File: src/rtl/dsp_pkg.sv
// Shared DSP-chain definitions: serializer state encoding and default sizing.
//   DATA_W_DEF  : default sample width in bits
//   CLK_DIV_DEF : default sample_clock cycles per half bit-clock period
package dsp_pkg;

    localparam int unsigned DATA_W_DEF  = 16;
    localparam int unsigned CLK_DIV_DEF = 4;

    typedef enum logic {
        IDLE = 1'b0,
        RUN  = 1'b1
    } state_t;

endpackage

File: src/rtl/bclk_divider.sv
// Bit-clock divider: toggles bclk every CLK_DIV enabled cycles and flags the
// cycle in which a rising or falling toggle is committed.
//   sample_clock : clock
//   reset        : synchronous active-high reset
//   enable       : run the divider; when low the counter and bclk are held at 0
//   bclk         : registered bit clock
//   rise_c       : this cycle's edge takes bclk 0 -> 1
//   fall_c       : this cycle's edge takes bclk 1 -> 0
module bclk_divider
    import dsp_pkg::*;
#(
    parameter int unsigned CLK_DIV = CLK_DIV_DEF
) (
    input  logic sample_clock,
    input  logic reset,
    input  logic enable,
    output logic bclk,
    output logic rise_c,
    output logic fall_c
);

    localparam int unsigned CNT_W = $clog2(CLK_DIV);

    logic [CNT_W-1:0] div_cnt;
    logic             wrap_c;

    assign wrap_c = enable && (div_cnt == CNT_W'(CLK_DIV - 1));
    assign rise_c = wrap_c && !bclk;
    assign fall_c = wrap_c && bclk;

    // Half-period counter and bit clock register
    always_ff @(posedge sample_clock) begin
        if (reset || !enable) begin
            div_cnt <= '0;
            bclk    <= 1'b0;
        end else if (wrap_c) begin
            div_cnt <= '0;
            bclk    <= ~bclk;
        end else begin
            div_cnt <= div_cnt + CNT_W'(1);
        end
    end

endmodule

File: src/rtl/dac_serializer.sv
// Left-justified mono DAC serializer: takes one sample per frame through a
// single-entry holding register and sends it MSB first on both channels.
// Optional feature: define DAC_SERIALIZER_UNDERRUN_CNT_EN to add a saturating
// 16-bit underrun counter output.
//   sample_clock   : clock
//   reset          : synchronous active-high reset
//   input_sample   : two's-complement sample
//   in_valid       : input_sample valid
//   in_ready       : holding register empty (always 1 in IDLE)
//   dac_bclk       : serial bit clock
//   dac_lrclk      : channel select, 0 = left, 1 = right
//   dac_sdata      : serial data, changes on bclk falling events
//   underrun       : one-cycle pulse when a frame starts with no new sample
//   underrun_count : saturating underrun count (optional)
module dac_serializer
    import dsp_pkg::*;
#(
    parameter int unsigned CLK_DIV = CLK_DIV_DEF,
    parameter int unsigned DATA_W  = DATA_W_DEF
) (
    input  logic              sample_clock,
    input  logic              reset,
    input  logic [DATA_W-1:0] input_sample,
    input  logic              in_valid,
    output logic              in_ready,
    output logic              dac_bclk,
    output logic              dac_lrclk,
    output logic              dac_sdata,
    output logic              underrun
`ifdef DAC_SERIALIZER_UNDERRUN_CNT_EN
    ,
    output logic [15:0]       underrun_count
`endif
);

    localparam int unsigned IDX_W = $clog2(2 * DATA_W);

    state_t            state_q,      state_d;
    logic [DATA_W-1:0] shifter_q,    shifter_d;
    logic [DATA_W-1:0] prev_q,       prev_d;
    logic [DATA_W-1:0] hold_q,       hold_d;
    logic              hold_valid_q, hold_valid_d;
    logic [IDX_W-1:0]  bit_idx_q,    bit_idx_d;
    logic              lrclk_q,      lrclk_d;
    logic              underrun_q,   underrun_d;
    logic              in_ready_q,   in_ready_d;

    logic              accept_c;
    logic              bclk_fall_c;
    logic              bclk_rise_unused_c;

    bclk_divider #(
        .CLK_DIV (CLK_DIV)
    ) u_bclk_divider (
        .sample_clock (sample_clock),
        .reset        (reset),
        .enable       (state_q == RUN),
        .bclk         (dac_bclk),
        .rise_c       (bclk_rise_unused_c),
        .fall_c       (bclk_fall_c)
    );

    assign accept_c  = in_valid && in_ready_q;
    assign in_ready  = in_ready_q;
    assign dac_lrclk = lrclk_q;
    // The shifter MSB is the pin; it is cleared in IDLE so the pin idles low
    assign dac_sdata = shifter_q[DATA_W-1];
    assign underrun  = underrun_q;

    // State and datapath registers
    always_ff @(posedge sample_clock) begin
        if (reset) begin
            state_q      <= IDLE;
            shifter_q    <= '0;
            prev_q       <= '0;
            hold_q       <= '0;
            hold_valid_q <= 1'b0;
            bit_idx_q    <= '0;
            lrclk_q      <= 1'b0;
            underrun_q   <= 1'b0;
            in_ready_q   <= 1'b1;
        end else begin
            state_q      <= state_d;
            shifter_q    <= shifter_d;
            prev_q       <= prev_d;
            hold_q       <= hold_d;
            hold_valid_q <= hold_valid_d;
            bit_idx_q    <= bit_idx_d;
            lrclk_q      <= lrclk_d;
            underrun_q   <= underrun_d;
            in_ready_q   <= in_ready_d;
        end
    end

    // Next-state and output logic
    always_comb begin
        state_d      = state_q;
        shifter_d    = shifter_q;
        prev_d       = prev_q;
        hold_d       = hold_q;
        hold_valid_d = hold_valid_q;
        bit_idx_d    = bit_idx_q;
        lrclk_d      = lrclk_q;
        underrun_d   = 1'b0;

        case (state_q)
            IDLE: begin
                // First sample goes straight to the shifter, bypassing the holding register
                if (accept_c) begin
                    state_d   = RUN;
                    shifter_d = input_sample;
                    prev_d    = input_sample;
                    bit_idx_d = '0;
                    lrclk_d   = 1'b0;
                end
            end
            RUN: begin
                if (accept_c) begin
                    hold_d       = input_sample;
                    hold_valid_d = 1'b1;
                end
                if (bclk_fall_c) begin
                    if (bit_idx_q == IDX_W'(2 * DATA_W - 1)) begin
                        // Frame start: take the held sample or repeat the last one
                        bit_idx_d = '0;
                        lrclk_d   = 1'b0;
                        if (hold_valid_q) begin
                            shifter_d    = hold_q;
                            prev_d       = hold_q;
                            hold_valid_d = 1'b0;
                        end else begin
                            shifter_d  = prev_q;
                            underrun_d = 1'b1;
                        end
                    end else if (bit_idx_q == IDX_W'(DATA_W - 1)) begin
                        // Left -> right: resend the same sample
                        bit_idx_d = bit_idx_q + IDX_W'(1);
                        lrclk_d   = 1'b1;
                        shifter_d = prev_q;
                    end else begin
                        bit_idx_d = bit_idx_q + IDX_W'(1);
                        shifter_d = {shifter_q[DATA_W-2:0], 1'b0};
                    end
                end
            end
            default: state_d = IDLE;
        endcase

        in_ready_d = (state_d == IDLE) || !hold_valid_d;
    end

`ifdef DAC_SERIALIZER_UNDERRUN_CNT_EN
    // Saturating count of underrun pulses
    always_ff @(posedge sample_clock) begin
        if (reset) begin
            underrun_count <= '0;
        end else if (underrun_q && (underrun_count != 16'hFFFF)) begin
            underrun_count <= underrun_count + 16'd1;
        end
    end
`endif

endmodule

File: config.mk
export PLATFORM = sky130hd
export DESIGN_NAME = dac_serializer
export DESIGN_NICKNAME = d
export VERILOG_FILES = /design/src/rtl/dsp_pkg.sv /design/src/rtl/bclk_divider.sv /design/src/rtl/dac_serializer.sv
export SDC_FILE = /design/constraint.sdc
export NUM_CORES = 1
export LEC_CHECK = 0
export CORE_MARGIN = 8
export CORE_UTILIZATION = 45
export DETAILED_ROUTE_END_ITERATION = 8
export HOLD_SLACK_MARGIN = 0.15
export PLACE_DENSITY_LB_ADDON = 0.25
export SYNTH_ARGS = -nofsm -noshare
export SYNTH_HDL_FRONTEND = slang
export SYNTH_SLANG_ARGS = --single-unit
File: constraint.sdc
create_clock -name sample_clock -period 2.6 [get_ports sample_clock]
set_input_delay 0.52 -clock sample_clock [delete_from_list [all_inputs] [get_ports sample_clock]]
set_output_delay 0.52 -clock sample_clock [all_outputs]
set_load 0.03 [all_outputs]
==> results of run 1 <==
==> registers in the layout, summed over array words and instances (netlist names) <==
register / flops
hold_valid_q: 1
dac_lrclk: 1
state_q: 1
prev_q: 16
hold_q: 16
bit_idx_q: 5
u_bclk_divider.bclk: 1
underrun: 1
shifter_q: 16
u_bclk_divider.div_cnt: 2
in_ready: 1
==> cell families after synthesis <==
group | Yosys count
xor+xnor | 1
buf+inv | 38
mux | 32
simple gates | 104
fa+ha+maj | 5
flops | 61
compound gates | 114
==> final timing paths <==
| path | start | endpoint | slack, ns | cells past startpoint |
|---|---|---|---|---|
| max reg2reg | bit_idx_q[0]$_SDFFE_PP0P_ | bit_idx_q[3]$_SDFFE_PP0P_ | 0.33 | 6 |
| max | bit_idx_q[0]$_SDFFE_PP0P_ | bit_idx_q[3]$_SDFFE_PP0P_ | 0.33 | 6 |
| min reg2reg | u_bclk_divider.div_cnt[0]$_SDFF_PP0_ | u_bclk_divider.div_cnt[0]$_SDFF_PP0_ | 0.44 | 1 |
| min | u_bclk_divider.div_cnt[0]$_SDFF_PP0_ | u_bclk_divider.div_cnt[0]$_SDFF_PP0_ | 0.44 | 1 |
==> layout make-up <==
class	instances	area share (%)
multi-input cells	256	46.4
inverters	4	0.430
well taps	80	2.87
flip-flops and latches	61	35.0
clock buffers	12	4.44
clock inverters	4	0.645
repair buffers	40	10.3
==> power groups by stage <==
stage	clock network [W]	registers, W	logic (W)
5_1_grt	0.000819	0.00106	0.000340
2_1_floorplan	0	0.00105	0.000217
3_5_place_dp	0	0.00107	0.000305
6_report	0.000758	0.00105	0.000306
4_1_cts	0.000777	0.00105	0.000307
3_3_place_gp	0	0.00107	0.000298
==> metrics by stage <==
step	instances	area, µm²	util (%)
2_1_floorplan	355	3050	-
4_1_cts	457	3490	52.2
3_3_place_gp	441	3310	49.6
6_report	457	3490	52.2
5_1_grt	457	3490	52.2
3_5_place_dp	441	3310	49.6
==> routing by layer <==
| layer | routed length [µm] | up-vias | track usage [%] |
|---|---|---|---|
| met5 | 0 | - | 0 |
| met4 | 113 | 0 | 7.79 |
| met3 | 500 | 10 | 3.56 |
| met2 | 3750 | 100 | 26.6 |
| met1 | 3490 | 1269 | 20.8 |
| li1 | - | 1336 | - |
==> synth_stat cells, drive strengths merged, types with 3 or more instances <==
| master | instances |
|---|---|
| mux2 | 26 |
| inv | 3 |
| buf | 25 |
| o31ai | 17 |
| nand2 | 47 |
| clkbuf | 9 |
| mux2i | 6 |
| a311oi | 13 |
| o21ai | 33 |
| nand3 | 19 |
| and3 | 3 |
| ha | 5 |
| nand4 | 3 |
| a21oi | 40 |
| nor3 | 16 |
| dfxtp | 61 |
| nor2 | 6 |
==> critical path, stage by stage, from the launching register on <==
cell and delay [ns]:
dfxtp_1 0.38, ha_1 0.21, and3_1 0.23, ha_1 0.37, and4_1 0.70, or4_1 0.20, mux2i_1 0.06
==> reports/results.ini, run 1 <==
[cells_and_area]
multi_input_area_um2 = 1620
fin_nets = 396
fillers = 655
antenna_cells = 0
layout_common_cells = dfxtp_1, nand2_1, a21oi_1
register_area_um2 = 1220
drive_above_1_share_pct = 16.2
mostFrequentLayoutCell = dfxtp_1
area_growth_pct = 14.6

[clock_tree]
cts_num_sinks = 61
clkTransAtPathRegs_ns = 0.07
cts_setup_buffers = 0
ctsLongestPathBuffers = 2
cts_resized = 0
clk_latency_ns = 0.34
ctsHoldBuffers = 0
cts_tree = done
cts_made_buffers = 9
cts.htree.levels = 3
cts_root_buf = clkbuf_8

[global_routing]
grt_use_total_pct = 16.6
grt_pass1_vias = 2608
antenna_found_initial = 0
grt_max_degree = 34
grt-ovfl-total = 0
grt_pass1_wl_mm = 13.1

[critical_path]
crit_type = register to register
critPathCaptureType = register
cp_max_fo = 16
start_kind = register
worstPathArrival_ns = 2.48
worstPathRequired_ns = 2.81

[floorplan]
core_um2 = 6680
rows = 30
dieArea_um2 = 9660
die-width_um = 98.3
ios = 24
initial_utilization_pct = 45.6
fp.dieH_um = 98.3

[logic_synthesis]
synth_area_per_cell_um2 = 8.58
synth.area.mux_share_pct = 11.6
synth_compound_area_share_pct = 23.1
ys_ff_latch = 61
synth-adder-area-share_pct = 2.05
synth_top_family_by_area = compound AO/OA/AOI/OAI gates
synth_simple_gate_area_share_pct = 16.1
synth_edf_count = 0
synth_area_um2 = 3050
synth_top_flop_cell = dfxtp_1
ys_warn_count = 0
synth_cell_types = 39
ys_top_cells_by_area = dfxtp_1, mux2_2, a21oi_1, nand2_1, o21ai_0
yosysTopAreaCellShare_pct = 40.1
synth-xor-area-share_pct = 0.287
synth_area_leader_cell = dfxtp_1
async_reset_ff_share_pct = 0
ys_seq_area_share_pct = 40.1
syn-num-nets = 379
synth_cells = 355

[route]
first_pass_iters = 4
drt-total-wl_mm = 7.86
first_iter_violations = 210
post_drt_wl_per_cell_um = 17.2
vias = 2715
ant_nets = 0
viasPerCell = 5.94
drc = 0

[placed_design]
dp_hpwl_mm = 5.04
place_congestion = 0.832
portBuffers = 23
dp_slack_ns = 0.351

[sta]
grt_setup_unrepaired = false
worst_clock_skew_ns = 0.00866
finalHoldViolations = 0
worstMarginPinSlew_ns = 0.765
period_share_pct = 87.2
hold_slack_ns = 0.441
slew_violations = 0
min_period_ns = 2.27
fmax_mhz = 441
setup_tns_ns = 0
relSlewSlack_pct = 48.8
setup_slack_ns = 0.333
setup_viol = 0

[power_and_ir_drop]
p_comb_share_pct = 14.5
share_seq_of_total_power_pct = 49.7
vdd_ir_drop_max_mv = 0.271
power.density_nw_per_um2 = 606
switching_power_w = 0.000574
internal_power_w = 0.00154
swShare_pct = 27.1
power_frac_clock_pct = 35.8
leakage_nw = 1.28
total_power_w = 0.00211

[flow_run]
drv_cap = 0

[status]
outcome = finished, final reports clean

[hold_path]
hp-class = register to register

(Power assumes the default switching activity.)
==> inputs of run 2 (changes only) <==
Settings changed: CTS_BUF_LIST set to sky130_fd_sc_hd__clkbuf_16, HOLD_SLACK_MARGIN 0.15 to unset, SLEW_MARGIN set to 40.
==> run 2 against run 1 <==
Critical path type unchanged. Setup slack worse by 0.0079 ns. Sequential cell count stayed put. Global-route usage hardly changed. Highest routed layer unchanged. Largest cell class unchanged. Via count is 0.15% lower.
==> reports/results.ini, run 2 (synthesis gave the netlist of run 1 again) <==
[status]
outcome = finished, final reports clean  ; unchanged

[sta]
setup_tns_ns = 0  ; unchanged
slew_violations = 0  ; unchanged
hold_slack_ns = 0.439  ; was 0.441 ns
finalHoldViolations = 0  ; unchanged
setup_viol = 0  ; unchanged
min_period_ns = 2.27  ; about the same
worstMarginPinSlew_ns = 0.769  ; was 0.765 ns
relSlewSlack_pct = 48.6  ; was 48.8%
worst_clock_skew_ns = 0.00583  ; was 0.00866 ns
fmax_mhz = 440  ; was 441 MHz
grt_setup_unrepaired = false  ; unchanged
period_share_pct = 87.5  ; was 87.2%

[cells_and_area]
drive_above_1_share_pct = 15.6  ; was 16.2%
top_regs = hold_q: 16 flops, prev_q: 16 flops, shifter_q: 16 flops  ; unchanged
fin_nets = 396  ; unchanged
layout_common_cells = dfxtp_1, nand2_1, a21oi_1  ; unchanged
area_growth_pct = 17.2  ; was 14.6%
antenna_cells = 0  ; unchanged
mostFrequentLayoutCell = dfxtp_1  ; unchanged

[critical_path]
crit_top_cell = ha_1  ; unchanged
start_kind = register  ; unchanged
critical_path.max_stage_delay_ns = 0.71  ; was 0.70 ns
cp_max_fo = 16  ; unchanged
crit_path_cell_trace = ha_1, and3_1, ha_1, and4_1, or4_1, mux2i_1  ; unchanged
crit_type = register to register  ; unchanged
cpMaxStageDelayCell = and4_1  ; unchanged
worstPathRequired_ns = 2.80  ; was 2.81 ns
worstPathArrival_ns = 2.47  ; was 2.48 ns
critPathCaptureType = register  ; unchanged

[clock_tree]
cts_resized = 0  ; unchanged
cts_made_buffers = 9  ; unchanged
cts_root_buf = clkbuf_16  ; was clkbuf_8
clk_latency_ns = 0.32  ; was 0.34 ns
ctsLongestPathBuffers = 2  ; unchanged
cts_tree = done  ; unchanged
cts_setup_buffers = 0  ; unchanged
cts_num_sinks = 61  ; unchanged
cts.htree.levels = 3  ; unchanged
ctsHoldBuffers = 0  ; unchanged
clkTransAtPathRegs_ns = 0.05  ; was 0.07 ns

[placed_design]
dp_hpwl_mm = 5.04  ; unchanged
place_congestion = 0.832  ; unchanged
portBuffers = 23  ; unchanged

[power_and_ir_drop]
swShare_pct = 25.6  ; was 27.1%
p_comb_share_pct = 12.9  ; was 14.5%
power.density_nw_per_um2 = 669  ; was 606 nW/µm²
vdd_ir_drop_max_mv = 0.417  ; was 0.271 mV
internal_power_w = 0.00178  ; was 0.00154 W
switching_power_w = 0.000611  ; was 0.000574 W
leakage_nw = 1.32  ; was 1.28 nW
power_frac_clock_pct = 43.0  ; was 35.8%
share_seq_of_total_power_pct = 44.1  ; was 49.7%

[floorplan]
die-width_um = 98.3  ; unchanged
dieArea_um2 = 9660  ; unchanged
fp.dieH_um = 98.3  ; unchanged
rows = 30  ; unchanged
ios = 24  ; unchanged
core_um2 = 6680  ; unchanged
initial_utilization_pct = 45.6  ; unchanged

[route]
first_iter_violations = 180  ; was 210
drt-total-wl_mm = 7.92  ; was 7.86 mm
ant_nets = 0  ; unchanged
vias = 2711  ; was 2,715
viasPerCell = 5.93  ; was 5.94
first_pass_iters = 4  ; unchanged
drc = 0  ; unchanged
post_drt_wl_per_cell_um = 17.3  ; was 17.2 µm

[global_routing]
grt_use_total_pct = 16.7  ; was 16.6%
antenna_found_initial = 0  ; unchanged
grt_max_degree = 34  ; unchanged
grt_pass1_vias = 2604  ; was 2,608
grt_pass1_wl_mm = 13.2  ; was 13.1 mm
grt-ovfl-total = 0  ; unchanged

[hold_path]
hp-class = register to register  ; unchanged

[flow_run]
drv_cap = 0  ; unchanged

[run 2: cell types whose count changed in the layout (fill, tap and decap cells not counted)]
cell / change
clkbuf_1: -1
inv_1: +1
clkbuf_16: +9
clkinv_1: +2
clkbuf_8: -11
[run 2: through the flow]
stage	total power, W	instance area [µm²]	util, %	std cells	worst slack, ns
2_1_floorplan	0.00127	3050	-	355	0.687
3_3_place_gp	0.00137	3310	49.6	441	0.440
3_5_place_dp	0.00137	3310	49.6	441	0.351
4_1_cts	0.00240	3570	53.5	457	0.334
5_1_grt	0.00249	3570	53.5	457	0.200
6_report	0.00239	3570	53.5	457	0.326
[run 2: worst paths after layout]
| path | startpoint | endpoint | slack, ns | cells after the start |
|---|---|---|---|---|
| hold reg to reg | u_bclk_divider.div_cnt[0]$_SDFF_PP0_ | u_bclk_divider.div_cnt[0]$_SDFF_PP0_ | 0.44 | 1 |
| setup / recovery | bit_idx_q[0]$_SDFFE_PP0P_ | bit_idx_q[3]$_SDFFE_PP0P_ | 0.33 | 6 |
| hold / removal | u_bclk_divider.div_cnt[0]$_SDFF_PP0_ | u_bclk_divider.div_cnt[0]$_SDFF_PP0_ | 0.44 | 1 |
| setup reg to reg | bit_idx_q[0]$_SDFFE_PP0P_ | bit_idx_q[3]$_SDFFE_PP0P_ | 0.33 | 6 |
[run 2: final cells by class]
class	instances	area, µm²
clock buffer	9	225
sequential	61	1220
fill	642	3110
clock inverter	7	33.8
timing repair buffer	40	358
inverter	4	15.0
tap	80	100
multi-input combinational	256	1620
[run 2: routing by layer]
layer | track usage, % | vias to the layer above | routed length [µm]
met5 | 0 | - | 0
met2 | 26.7 | 77 | 3740
li1 | - | 1344 | -
met3 | 3.41 | 15 | 351
met4 | 7.56 | 0 | 158
met1 | 21.0 | 1275 | 3670
[run 2: power by group through the flow]
stage | logic [W] | clock network, W | registers (W)
floorplan | 0.000217 | 0 | 0.00105
global placement | 0.000298 | 0 | 0.00107
detailed placement | 0.000305 | 0 | 0.00107
CTS | 0.000307 | 0.00104 | 0.00105
global route | 0.000341 | 0.00109 | 0.00106
finish | 0.000308 | 0.00103 | 0.00105
[run 2: critical path, delay by kind of cell, from the launching register on]
family,cells,cell delay [ns]
simple gates,3,1.13
flops,1,0.37
mux,1,0.06
fa+ha+maj,2,0.58
